**src/rtl/sd_decimator.sv**
```systemverilog
// sd_decimator: two-bit-per-clock sigma-delta decimator.
// Each qualified clock (en=1) adds popcount(sd_in) to an accumulator; after DECIM
// qualified clocks the window sum is dumped to dout behind a valid/ready handshake.
// A dump while an unconsumed sample is pending and the consumer is not ready
// overwrites dout and sets the sticky ovr flag.
// Build option: define SD_DECIM_SIGNED_EN to present dout as the bipolar value
// (window sum - DECIM) in two's complement; otherwise dout is the unsigned sum.
// Legal parameters: 2 <= DECIM <= 65535 and 2**OUTW > 2*DECIM.
module sd_decimator #(
    parameter int DECIM = 256,
    parameter int OUTW  = 10
) (
    input  logic            clk,
    input  logic            reset,
    input  logic [1:0]      sd_in,
    input  logic            en,
    output logic [OUTW-1:0] dout,
    output logic            dout_valid,
    input  logic            dout_ready,
    output logic            ovr,
    input  logic            ovr_clr
);

    localparam int CNT_W = $clog2(DECIM);
    localparam logic [CNT_W-1:0] CNT_LAST = CNT_W'(DECIM - 1);

    // Number of ones among the two modulator bits, widened to the accumulator width.
    function automatic logic [OUTW-1:0] popcount2(input logic [1:0] bits);
        return OUTW'(bits[0]) + OUTW'(bits[1]);
    endfunction

    // Output encoding of a completed window sum (0..2*DECIM).
    function automatic logic [OUTW-1:0] encode_sample(input logic [OUTW-1:0] sum);
`ifdef SD_DECIM_SIGNED_EN
        logic signed [OUTW-1:0] bipolar;
        bipolar = $signed(sum) - $signed(OUTW'(DECIM));
        return bipolar;
`else
        return sum;
`endif
    endfunction

    logic [OUTW-1:0]  acc_q, acc_d;
    logic [CNT_W-1:0] cnt_q, cnt_d;
    logic [OUTW-1:0]  dout_q, dout_d;
    logic             dout_valid_q, dout_valid_d;
    logic             ovr_q, ovr_d;

    logic [OUTW-1:0]  window_sum;
    logic             dump;

    // Window accumulation: add this clock's increment, or dump the finished window.
    always_comb begin
        window_sum = acc_q + popcount2(sd_in);
        dump       = en && (cnt_q == CNT_LAST);
        acc_d      = acc_q;
        cnt_d      = cnt_q;
        dout_d     = dout_q;
        if (en) begin
            if (dump) begin
                acc_d  = '0;
                cnt_d  = '0;
                dout_d = encode_sample(window_sum);
            end else begin
                acc_d = window_sum;
                cnt_d = cnt_q + CNT_W'(1);
            end
        end
    end

    // Handshake and overrun: a dump always (re)validates dout; set of ovr beats clear.
    always_comb begin
        dout_valid_d = dout_valid_q;
        ovr_d        = ovr_q;
        if (dout_valid_q && dout_ready) begin
            dout_valid_d = 1'b0;
        end
        if (ovr_clr) begin
            ovr_d = 1'b0;
        end
        if (dump) begin
            dout_valid_d = 1'b1;
            if (dout_valid_q && !dout_ready) begin
                ovr_d = 1'b1;
            end
        end
    end

    // State registers; reset discards any partial window and pending sample at once.
    always_ff @(posedge clk or negedge reset) begin
        if (!reset) begin
            acc_q        <= '0;
            cnt_q        <= '0;
            dout_q       <= '0;
            dout_valid_q <= 1'b0;
            ovr_q        <= 1'b0;
        end else begin
            acc_q        <= acc_d;
            cnt_q        <= cnt_d;
            dout_q       <= dout_d;
            dout_valid_q <= dout_valid_d;
            ovr_q        <= ovr_d;
        end
    end

    assign dout       = dout_q;
    assign dout_valid = dout_valid_q;
    assign ovr        = ovr_q;

endmodule

```
**config.mk**
```make
export PLATFORM = sky130hd
export DESIGN_NAME = sd_decimator
export DESIGN_NICKNAME = d
export VERILOG_FILES = /design/src/rtl/sd_decimator.sv
export SDC_FILE = /design/constraint.sdc
export NUM_CORES = 1
export LEC_CHECK = 0
export ABC_CLOCK_PERIOD_IN_PS = 4100
export BUFFER_PORTS_ARGS = -buffer_cell sky130_fd_sc_hd__buf_4
export CAP_MARGIN = 25
export CORE_ASPECT_RATIO = 1.4
export CORE_MARGIN = 2
export CORE_UTILIZATION = 26
export CTS_CLUSTER_DIAMETER = 120
export DETAILED_ROUTE_END_ITERATION = 16
export GPL_ROUTABILITY_DRIVEN = 0
export PLACE_DENSITY = 0.46
export SYNTH_ARGS = -nofsm -noshare
export SYNTH_HDL_FRONTEND = slang
export SYNTH_SLANG_ARGS = --single-unit
```
**constraint.sdc**
```tcl
create_clock -name clk -period 4.1 [get_ports clk]
set_input_delay 0.205 -clock clk [delete_from_list [all_inputs] [get_ports clk]]
set_output_delay 0.205 -clock clk [all_outputs]
set_load 0.02 [all_outputs]
```
[Yosys cells after proc, flatten, opt, wreduce, memory -nomap -nowiden]
Index checks and enable logic that the tools add are counted.
Word-level totals
  register bits: 30
  logic and storage cells: 22
  output and inout port bits: 12
  input bits: 7
Operators by class
  add/subtract/negate cells: 3
  reduce and logical (&&, ||, !) cells: 6
  mux-type cells: 7
  equality and inequality tests: 1
Operator list (count)
  $add A10 B2 Y10: 1
  $mux W10: 1
  $add A8 B1 Y8 const B: 1
  $eq A8 B8 Y1 const B: 1
  $mux W8: 1
  $mux W1: 5
  $logic_and A1 B1 Y1: 3
  $add A1 B1 Y2: 1
  $reduce_and A2 Y1: 1
  $reduce_bool A2 Y1: 1
  $logic_not A1 Y1: 1

[Depth between registers and ports, before layout]
Gate-level depths: netlist of the first run.
  word-level depth: 4
  mapped depth: 8
  mapped depth without buffers: 8

[Least setup slack after synthesis of the first run]
Ideal clock, no wire load.
  path type: register to register
  from: register acc_q[0]
  to: register acc_q[9]
  cell stages (with the launch flop): 7
  path buffers: 0
  required time: 3.979 ns
  setup time: 0.121 ns
  slack: 2.380 ns
  clock period less this slack: 1.720 ns
  arrival time: 1.600 ns
  path through: dfrtp_1 > inv_1 > fa_1 > nand3b_1 > nor3_1 > o21ai_0 > a22o_1
On the way
  longest elaborated chain between the ends: 2
Ends and longest elaborated chain
  from (decl): line 43  | logic [OUTW-1:0] acc_q, acc_d;
  from (signal assigned): line 92  | acc_q <= '0;
  from (signal assigned): line 98  | acc_q <= acc_d;
  $add A10 B2 Y10: line 54  | window_sum = acc_q + popcount2(sd_in);
  $mux W10: line 60  | if (dump) begin
No other way between the ends.
A chain may end at the register's enable or synchronous reset.

[Worst setup path after layout of the first run]
Ends and elaborated chain as after synthesis.

==> results of run 1 <==
-- final cells by class --
cell class	instances	area, µm²	share of cell area (%)
Inverter	7	26.3	1.52
Multi-Input combinational cell	105	644	37.3
Clock buffer	7	76.3	4.42
Sequential cell	30	751	43.4
Tap cell	68	85.1	4.92
Timing Repair Buffer	19	145	8.40
-- how the worst min path moves through the flow --
stage / start / to / slack, ns / cells after the start
after CTS: ovr_clr / ovr / 0.09 / 2
after floorplan: reset / acc_q[0] / -0.09 / 0
after detailed placement: reset / acc_q[9] / 0.17 / 1
after global placement: reset / acc_q[9] / 0.17 / 1
final: ovr_clr / ovr / 0.10 / 2
after global routing: ovr_clr / ovr / 0.1 / 2
-- cell usage after synthesis --
library cell and count:
nand2_1 20, nor3_1 4, xor2_1 2, fa_1 1, nand2b_1 1, inv_1 7
or2_1 1, clkbuf_2 1, o22ai_1 2, a21oi_1 2, nand3_1 4, nor2b_1 3
buf_2 2, nand4_2 1, dfrtp_1 30, nor2_1 11, and4_1 1, clkbuf_1 4
mux2i_1 1, and3_1 2, xnor2_1 10, ha_1 2, mux2_2 2, o21ai_0 19
nand4_1 5, and2_4 1, nor4_1 1, a22o_1 7, buf_6 1, nand3b_1 2
-- layout by cell type (no fill, tap or decap) --
cell type,synthesis,final
a21oi_1,2,2
a22o_1,7,7
and2_4,1,1
and3_1,2,2
and4_1,1,1
buf_4,0,18
clkbuf_1,4,2
clkbuf_8,0,5
dfrtp_1,30,30
dlygate4sd3_1,0,1
fa_1,1,1
ha_1,2,2
inv_1,7,7
mux2_2,2,2
mux2i_1,1,1
nand2_1,20,20
nand2b_1,1,1
nand3_1,4,4
nand3b_1,2,2
nand4_1,5,5
nand4_2,1,1
nor2_1,11,11
nor2b_1,3,3
nor3_1,4,4
nor4_1,1,1
o21ai_0,19,19
o22ai_1,2,2
or2_1,1,1
xnor2_1,10,10
xor2_1,2,2
-- critical path, delay by kind of cell, from the launching register on --
family,cells,cell delay (ns)
adder cells (fa/ha/maj),1,0.38
buffers and inverters,1,0.06
AND/OR/NAND/NOR,2,0.75
AO/OA/AOI/OAI,2,0.38
flip-flops,1,0.33
-- routing by layer --
| layer | global-route usage [%] | vias to the layer above |
|---|---|---|
| li1 | - | 547 |
| met1 | 12.6 | 518 |
| met2 | 17.9 | 24 |
| met3 | 2.92 | 5 |
| met4 | 6.12 | 0 |
| met5 | 0 | - |
-- kinds of logic after synthesis --
family,after synthesis,synth area share [%]
AND/OR/NAND/NOR,57,19.3
AO/OA/AOI/OAI,30,12.2
flip-flops,30,51.3
buffers and inverters,15,4.62
XOR/XNOR,12,7.19
multiplexers,3,2.22
adder cells (fa/ha/maj),3,3.08
-- registers in the layout (all words and copies together) (netlist names) --
signal and flops:
dout 10, dout_valid 1, acc_q 10, cnt_q 8
ovr 1
-- power groups by stage --
stage          sequential (mW)  clock, mW  combinational, mW
2_1_floorplan            0.410          0              0.155
3_3_place_gp             0.433          0              0.177
3_5_place_dp             0.436          0              0.183
4_1_cts                  0.430      0.234              0.185
5_1_grt                  0.440      0.245              0.209
6_report                 0.431      0.220              0.183
-- repair_timing --
action,in CTS,in global routing
hold buffers,1,0
setup endpoints to repair,0,0
endpoints found under the hold margin,30,0
-- per-stage QoR --
| step | instances | hold WS [ns] |
|---|---|---|
| 4_1_cts | 236 | 0.0938 |
| 6_report | 236 | 0.105 |
| 2_1_floorplan | 150 | -0.0906 |
| 3_3_place_gp | 228 | 0.168 |
| 3_5_place_dp | 228 | 0.172 |
| 5_1_grt | 236 | 0.0977 |
==> impl_results.md, run 1 <==
* Outcome: complete, no violations
* Flop-to-flop setup slack at 2.08 ns
* Total power at 835 µW
* Port buffer count at 18
* Clock latency on the worst-skew pair at 0.28 ns
* Fmax at 496 MHz
* Largest stage delay on the critical path at 0.39 ns
* Min cycle time layout at 2.02 ns
* Clock-pin slew on the worst setup and hold paths at 0.06 ns
* Net Sw Frac at 32.0%
* CP required at around 4.3 ns
* WL per Instance at 12.5 µm
* Combinational share of power at approximately 22%
* Fin. Hold Viols at 0
* Die Y-Extent at between 90 and 100 µm
* Pint at 567 µW
* Clock skew at 0.00406 ns
* M1 WL at 1.32 mm
* CTS tree: built
* Crit start category: flip-flop
* #FFs+latches synth at 30
* Min-Delay Path Class: input port to flip-flop
* RR Endpoint: acc_q[9]
* Root Buffer: clkbuf_8
* DP Wirelength at 2.03 mm
* Total I/O pin count at 19
* YS warnings at 0
* Detail Route Antenna Nets at 0
* Fin. max-slew vios at 0
* FP Rows at 32
* Core box area at roughly 0.0055 mm²
* Die Width at slightly below 70 µm
* VDD IR max at approximately 0.00028 V
* Total die area at 0.00625 mm²
* Tightest Pin Transition at 0.744 ns
* Cell taking the most area after synthesis: dfrtp_1
* Via-to-Cell Ratio at 4.64
* Fraction of the cycle the final worst path needs at between 40% and 50%
* Worst Reg2Reg Path Length in Cells at 6
* Setup crit start: acc_q[0]
* CP arrival at 2.18 ns
* Slowest CP cell: nor3_1
* Fin Setup TNS at 0 ns
* Share of the synthesized area in the top cell type at 51.3%
* Top fanout value on the critical path at 8
* Avg Inst Size Synth at between 9 and 10 µm²
* Total CTS buffers at 5
* Final design area excluding fillers at 0.00173 mm²
* Postcts setup bufs at 0
* Met2 WL at 1.44 mm
* Nets at 178
* Met3 WL at 124 µm
* Post-route DRC at 0
* H-tree levels at 2
* Final Setup Violations at 0
* Synth Net Count at 160
* Post-route setup slack at 2.08 ns
* Area grow syn2layout at 18.1%
* Synthesized cell area at 0.00146 mm²
* Max-cap check violation count at 0
* Core Util, Final at 31.5%
* Mapped Cells at 150
* Slew headroom at 50.2%
* Fillcell total at 580
* Share of cells above drive strength 1 at 16.1%
* Seq/Total Area, Yosys at 51.3%
* Part of the power in the clock network at 26.4%
* Worst setup endpoint: acc_q[9]
* Main area contributors after synthesis: dfrtp_1 51%, o21ai_0 6.5%, xnor2_1 6.0%
* DR iter-0 viols at 28
* R2R Path Start: acc_q[0]
* Dpl cell area at 0.00164 mm²
* Number of diodes at 0
* Vias in the first global route at 1078
* Via count at 1094
* Sequential power share at between 50% and 60%
* LEAKAGE at 0.768 nW
* CTS sink cnt at 30
* RSZ-0062 raised after global routing: no
* Cell variety after synth at 30
* Critical Path End Type: flip-flop
* Critical Path, Cell by Cell: inv_1 -> fa_1 -> nand3b_1 -> nor3_1 -> o21ai_0 -> a22o_1
* Net Sw Power at 267 µW
* Post_cts resized at 0
* DR pass1 iterations at 4
* Pre-CTS WS at ~2.1 ns
* Initial Util at between 20% and 30%
* Pwr dens at 483 mW/mm²
* Largest net degree at the start of global routing at 31
* Top Layer Used: met4
* First-pass GRT wire length at between 5 and 6 mm
* Initial antenna violation count at 0
* Maximum buffer depth of the clock tree at 2
* GRT Overall Usage at approximately 11%
* Remaining Overflow, GRT at 0
* Total wire length at 2.96 mm
* WS Path Type: flip-flop to flip-flop
Power figures use the tool's default switching activity.
==> inputs of run 2 (changes only) <==
Settings changed: ABC_CLOCK_PERIOD_IN_PS 4100 to 2000.
Clock period 4.1 ns to 2 ns, I/O delays scaled along.
==> impl_results.md, run 2 (synthesis results as in run 1) <==
* H-tree levels at 2 (unchanged)
* Nets at 183 (was 178)
* Commonest non-fill, non-tap cell in the layout: dfrtp_1 (unchanged)
* Outcome: complete, no violations (unchanged)
* Fin Setup TNS at 0 ns (unchanged)
* Initial Util at 26.7% (unchanged)
* Die Y-Extent at 92.7 µm (unchanged)
* CP required at 2.17 ns (was 4.27 ns)
* Part of the power in the clock network at 31.6% (was 26.4%)
* Fin. max-slew vios at 0 (unchanged)
* Initial antenna violation count at 0 (unchanged)
* Critical Path End Type: flip-flop (unchanged)
* Final Setup Violations at 0 (unchanged)
* Fin. Hold Viols at 0 (unchanged)
* DR pass1 iterations at 4 (unchanged)
* Via count at 1093 (was 1094)
* Min cycle time layout at 1.81 ns (was 2.02 ns)
* Min-Delay Path Class: input port to flip-flop (unchanged)
* Clock latency on the worst-skew pair at 0.28 ns (about the same)
* Fillcell total at 563 (was 580)
* Net Sw Frac at 30.2% (was 32.0%)
* WL per Instance at 12.1 µm (was 12.5 µm)
* RSZ-0062 raised after global routing: no (unchanged)
* Tightest Pin Transition at 0.387 ns (was 0.744 ns)
* Via-to-Cell Ratio at 4.52 (was 4.64)
* DP Wirelength at 2.03 mm (about the same)
* Crit start category: flip-flop (unchanged)
* Total I/O pin count at 19 (unchanged)
* Total power at 1.83 mW (was 835 µW)
* Total die area at 0.00625 mm² (unchanged)
* Sequential power share at 48.3% (was 51.6%)
* Flop-to-flop setup slack at 0.19 ns (was 2.08 ns)
* WS Path Type: flip-flop to flip-flop (unchanged)
* Max-cap check violation count at 0 (unchanged)
* Clock skew at 0.00421 ns (was 0.00406 ns)
* Port buffer count at 18 (unchanged)
* DR iter-0 viols at 32 (was 28)
* LEAKAGE at 0.810 nW (was 0.768 nW)
* Remaining Overflow, GRT at 0 (unchanged)
* Clock-pin slew on the worst setup and hold paths at 0.06 ns (about the same)
* Total wire length at 2.93 mm (was 2.96 mm)
* CTS tree: built (unchanged)
* Largest net degree at the start of global routing at 31 (unchanged)
* Worst setup endpoint: acc_q[8] (was acc_q[9])
* Total CTS buffers at 5 (unchanged)
* Fmax at 553 MHz (was 496 MHz)
* First-pass GRT wire length at 5.11 mm (was 5.06 mm)
* Detail Route Antenna Nets at 0 (unchanged)
* Root Buffer: clkbuf_8 (unchanged)
* Net Sw Power at 551 µW (was 267 µW)
* Core box area at 0.00549 mm² (unchanged)
* Top fanout value on the critical path at 6 (was 8)
* FP Rows at 32 (unchanged)
* Slew headroom at 74.2% (was 50.2%)
* CP arrival at 1.98 ns (was 2.18 ns)
* Post-route DRC at 0 (unchanged)
* GRT Overall Usage at 11.1% (was 10.9%)
* RR Endpoint: acc_q[8] (was acc_q[9])
* Area grow syn2layout at 23.5% (was 18.1%)
* Setup crit start: acc_q[0] (unchanged)
* R2R Path Start: acc_q[0] (unchanged)
* Share of cells above drive strength 1 at 20.1% (was 16.1%)
* Pwr dens at 1010 mW/mm² (was 483 mW/mm²)
* Vias in the first global route at 1103 (was 1078)
* Commonest cells after routing, fill and taps aside: 30 x dfrtp_1, 22 x buf_4, 20 x nand2_1 (was 30 x dfrtp_1, 20 x nand2_1, 19 x o21ai_0)
* Worst Reg2Reg Path Length in Cells at 8 (was 6)
* Pint at 1.27 mW (was 567 µW)
* Die Width at 67.4 µm (unchanged)
* Fraction of the cycle the final worst path needs at 90.4% (was 49.2%)
* Combinational share of power at 20.1% (was 22.0%)
* VDD IR max at 0.000407 V (was 0.000281 V)
* Number of diodes at 0 (unchanged)
* CTS sink cnt at 30 (unchanged)
* Maximum buffer depth of the clock tree at 2 (unchanged)
-- run 2: cell count changes in the layout (fill, tap and decap cells not counted) --
cell and delta:
nor3_2 +1, clkbuf_1 -2, dlygate4sd3_1 +1, buf_4 +4
nor3_1 -1, clkbuf_8 +3
-- run 2: cell type report --
class	count	area [µm²]	area share [%]
Tap cell	68	85.1	4.71
Clock buffer	8	110	6.09
Timing Repair Buffer	24	185	10.2
Inverter	7	26.3	1.45
Sequential cell	30	751	41.6
Multi-Input combinational cell	105	649	35.9
-- run 2: how the worst min path moves through the flow --
stage / to / cells after the start / startpoint / slack [ns]
after floorplan: acc_q[0] / 0 / reset / -0.20
after global placement: cnt_q[0] / 1 / reset / 0.06
after detailed placement: acc_q[9] / 1 / reset / 0.06
after CTS: dout_valid / 3 / dout_ready / 0.11
after global routing: dout_valid / 3 / dout_ready / 0.13
final: dout_valid / 3 / dout_ready / 0.11
-- run 2: stage by stage --
| step | instance area, µm² | worst slack (ns) | cells | utilization [%] | hold WS (ns) |
|---|---|---|---|---|---|
| floorplan | 1460 | 0.280 | 150 | - | -0.196 |
| global placement | 1660 | 0.159 | 231 | 30.3 | 0.0588 |
| detailed placement | 1660 | 0.0759 | 231 | 30.3 | 0.0631 |
| CTS | 1790 | 0.0648 | 241 | 32.7 | 0.107 |
| global route | 1810 | 0.0361 | 242 | 32.9 | 0.134 |
| finish | 1810 | 0.192 | 242 | 32.9 | 0.109 |
-- run 2: repair_timing --
item	4_1_cts	5_1_grt
resized for setup	0	1
setup endpoints to repair	0	2
buffers inserted	0	1
hold buffers	2	0
endpoints found under the hold margin	31	0
-- run 2: per-layer routing --
layer / global-route usage, % / wire length [µm] / up-vias / part of all wire (%)
met3: 3.77 / 115 / 6 / 3.9
met4: 5.10 / 67 / 0 / 2.3
met2: 17.2 / 1380 / 19 / 47
met1: 13.5 / 1380 / 513 / 47
met5: 0 / 0 / - / 0
li1: - / - / 555 / -
-- run 2: worst max-delay path: stages, from the launching register on --
cell and delay, ns:
dfrtp_1 0.32, inv_1 0.05, fa_1 0.38, inv_1 0.07, ha_1 0.26, nand4_1 0.15, nor2_1 0.18, o21ai_0 0.10
a22o_1 0.19
-- run 2: power by group through the flow --
stage / Clock, mW / Combinational (mW) / Sequential [mW]
floorplan: 0 / 0.318 / 0.841
global placement: 0 / 0.358 / 0.888
detailed placement: 0 / 0.364 / 0.893
CTS: 0.602 / 0.368 / 0.882
global route: 0.629 / 0.438 / 0.911
finish: 0.576 / 0.367 / 0.882
==> inputs of run 3 (changes only) <==
Settings changed: CELL_PAD_IN_SITES_DETAIL_PLACEMENT from default to 0, CELL_PAD_IN_SITES_GLOBAL_PLACEMENT from default to 2, PLACE_DENSITY 0.46 to 0.64.
==> impl_results.md, run 3 (synthesis results as in run 1) <==
* Outcome: complete, no violations (unchanged)
* DR iter-0 viols at 54 (was 32)
* Total CTS buffers at 5 (unchanged)
* Tightest Pin Transition at 0.392 ns (was 0.387 ns)
* R2R Path Start: acc_q[0] (unchanged)
* Final design area excluding fillers at 0.00180 mm² (was 0.00181 mm²)
* Share of cells above drive strength 1 at 19.5% (was 20.1%)
* Via-to-Cell Ratio at 4.58 (was 4.52)
* Max-cap check violation count at 0 (unchanged)
* Detail Route Antenna Nets at 0 (unchanged)
* FP Rows at 32 (unchanged)
* Clock skew at 0.00384 ns (was 0.00421 ns)
* Largest net degree at the start of global routing at 31 (unchanged)
* H-tree levels at 2 (unchanged)
* Critical Path End Type: flip-flop (unchanged)
* Post-route DRC at 0 (unchanged)
* WL per Instance at 12.9 µm (was 12.1 µm)
* RR Endpoint: acc_q[9] (was acc_q[8])
* Crit start category: flip-flop (unchanged)
* Dpl cell area at 0.00167 mm² (was 0.00166 mm²)
* Flop-to-flop setup slack at 0.18 ns (was 0.19 ns)
* LEAKAGE at 0.810 nW (about the same)
* Commonest non-fill, non-tap cell in the layout: dfrtp_1 (unchanged)
* RSZ-0062 raised after global routing: no (unchanged)
* Clock latency on the worst-skew pair at 0.27 ns (was 0.28 ns)
* Largest stage delay on the critical path at 0.37 ns (was 0.38 ns)
* Critical Path, Cell by Cell: inv_1 -> fa_1 -> nand3b_1 -> nor3_1 -> o21ai_0 -> a22o_1 (was inv_1 -> fa_1 -> inv_1 -> ha_1 -> nand4_1 -> nor2_1 -> o21ai_0 -> a22o_1)
* Port buffer count at 18 (unchanged)
* Pwr dens at 1020 mW/mm² (was 1010 mW/mm²)
* Fin. Hold Viols at 0 (unchanged)
* WS Path Type: flip-flop to flip-flop (unchanged)
* Setup crit start: acc_q[0] (unchanged)
* Number of diodes at 0 (unchanged)
* Core box area at 0.00549 mm² (unchanged)
* CTS tree: built (unchanged)
* Remaining Overflow, GRT at 0 (unchanged)
* VDD IR max at 0.000546 V (was 0.000407 V)
* DP Wirelength at 2.24 mm (was 2.03 mm)
* Area grow syn2layout at 23.2% (was 23.5%)
* Die Y-Extent at 92.7 µm (unchanged)
* Total die area at 0.00625 mm² (unchanged)
* Fin Setup TNS at 0 ns (unchanged)
* Maximum buffer depth of the clock tree at 2 (unchanged)
* Clock-pin slew on the worst setup and hold paths at 0.06 ns (about the same)
* CTS sink cnt at 30 (unchanged)
* GRT Overall Usage at 11.7% (was 11.1%)
* Top fanout value on the critical path at 5 (was 6)
* Die Width at 67.4 µm (unchanged)
* Slew headroom at 73.9% (was 74.2%)
* Total wire length at 3.13 mm (was 2.93 mm)
* Initial Util at 26.7% (unchanged)
* Slowest CP cell: fa_1 (unchanged)
* Min cycle time layout at 1.82 ns (was 1.81 ns)
* CP arrival at 1.98 ns (about the same)
* Root Buffer: clkbuf_8 (unchanged)
* Total I/O pin count at 19 (unchanged)
* Fin. max-slew vios at 0 (unchanged)
* Worst setup endpoint: acc_q[9] (was acc_q[8])
* Commonest cells after routing, fill and taps aside: 30 x dfrtp_1, 22 x buf_4, 20 x nand2_1 (unchanged)
* Worst Reg2Reg Path Length in Cells at 6 (was 8)
* Fraction of the cycle the final worst path needs at 91.1% (was 90.4%)
* Vias in the first global route at 1118 (was 1103)
* Final Setup Violations at 0 (unchanged)
* Min-Delay Path Class: input port to flip-flop (unchanged)
* Nets at 183 (unchanged)
* DR pass1 iterations at 4 (unchanged)
* CP required at 2.16 ns (was 2.17 ns)
* First-pass GRT wire length at 5.48 mm (was 5.11 mm)
* Fmax at 549 MHz (was 553 MHz)
* Via count at 1108 (was 1093)
* Initial antenna violation count at 0 (unchanged)
-- run 3: changes by cell type in the layout (fill, tap and decap cells not counted) --
cell	delta
nor3_2	-1
nor3_1	+1
-- run 3: cell type report --
| cell class | count | area, µm² |
|---|---|---|
| fillers | 562 | 3680 |
| flip-flops and latches | 30 | 751 |
| multi-input cells | 105 | 644 |
| repair buffers | 24 | 185 |
| clock buffers | 8 | 110 |
| well taps | 68 | 85.1 |
| inverters | 7 | 26.3 |
-- run 3: how the worst min path moves through the flow --
stage,slack (ns),depth (start not counted),from,to
2_1_floorplan,-0.20,0,reset,acc_q[0]
3_3_place_gp,0.06,1,reset,dout[4]
3_5_place_dp,0.06,1,reset,dout[4]
4_1_cts,0.0007,2,ovr_clr,ovr
5_1_grt,0.13,3,dout_ready,dout_valid
6_report,0.11,3,dout_ready,dout_valid
-- run 3: critical path: cells and delay by family, from the launching register on --
family,cells,cell delay [ns]
adders and majority gates,1,0.37
DFF,1,0.32
and+or+nand+nor,2,0.60
buffers and inverters,1,0.05
AOI/OAI and AO/OA,2,0.37
-- run 3: stage by stage --
stage          setup slack, ns  hold slack [ns]  instances  util (%)  total power [mW]
3_3_place_gp             0.245           0.0564        232      30.5              1.27
5_1_grt                 0.0148            0.131        242      32.8              1.97
4_1_cts                  0.175         0.000725        241      32.7              1.87
3_5_place_dp             0.190           0.0639        232      30.5              1.28
6_report                 0.178            0.105        242      32.8              1.83
2_1_floorplan            0.280           -0.196        150         -              1.16
-- run 3: repair_timing --
| action | CTS | global route |
|---|---|---|
| hold endpoints to repair | 30 | 1 |
| hold buffers | 1 | 1 |
| buffers inserted | 0 | 0 |
| gates resized for setup | 0 | 0 |
-- run 3: power by group --
part / leakage (nW) / internal, mW / switching [mW]
sequential: 0.394 / 0.728 / 0.160
clock: 0.0575 / 0.347 / 0.218
combinational: 0.359 / 0.199 / 0.178
total: 0.810 / 1.27 / 0.555
-- run 3: layer usage --
metal	global-route usage, %	share of wire, %
met5	0	0
met4	3.57	1.1
met3	3.28	3.2
met2	19.6	53
met1	14.3	43
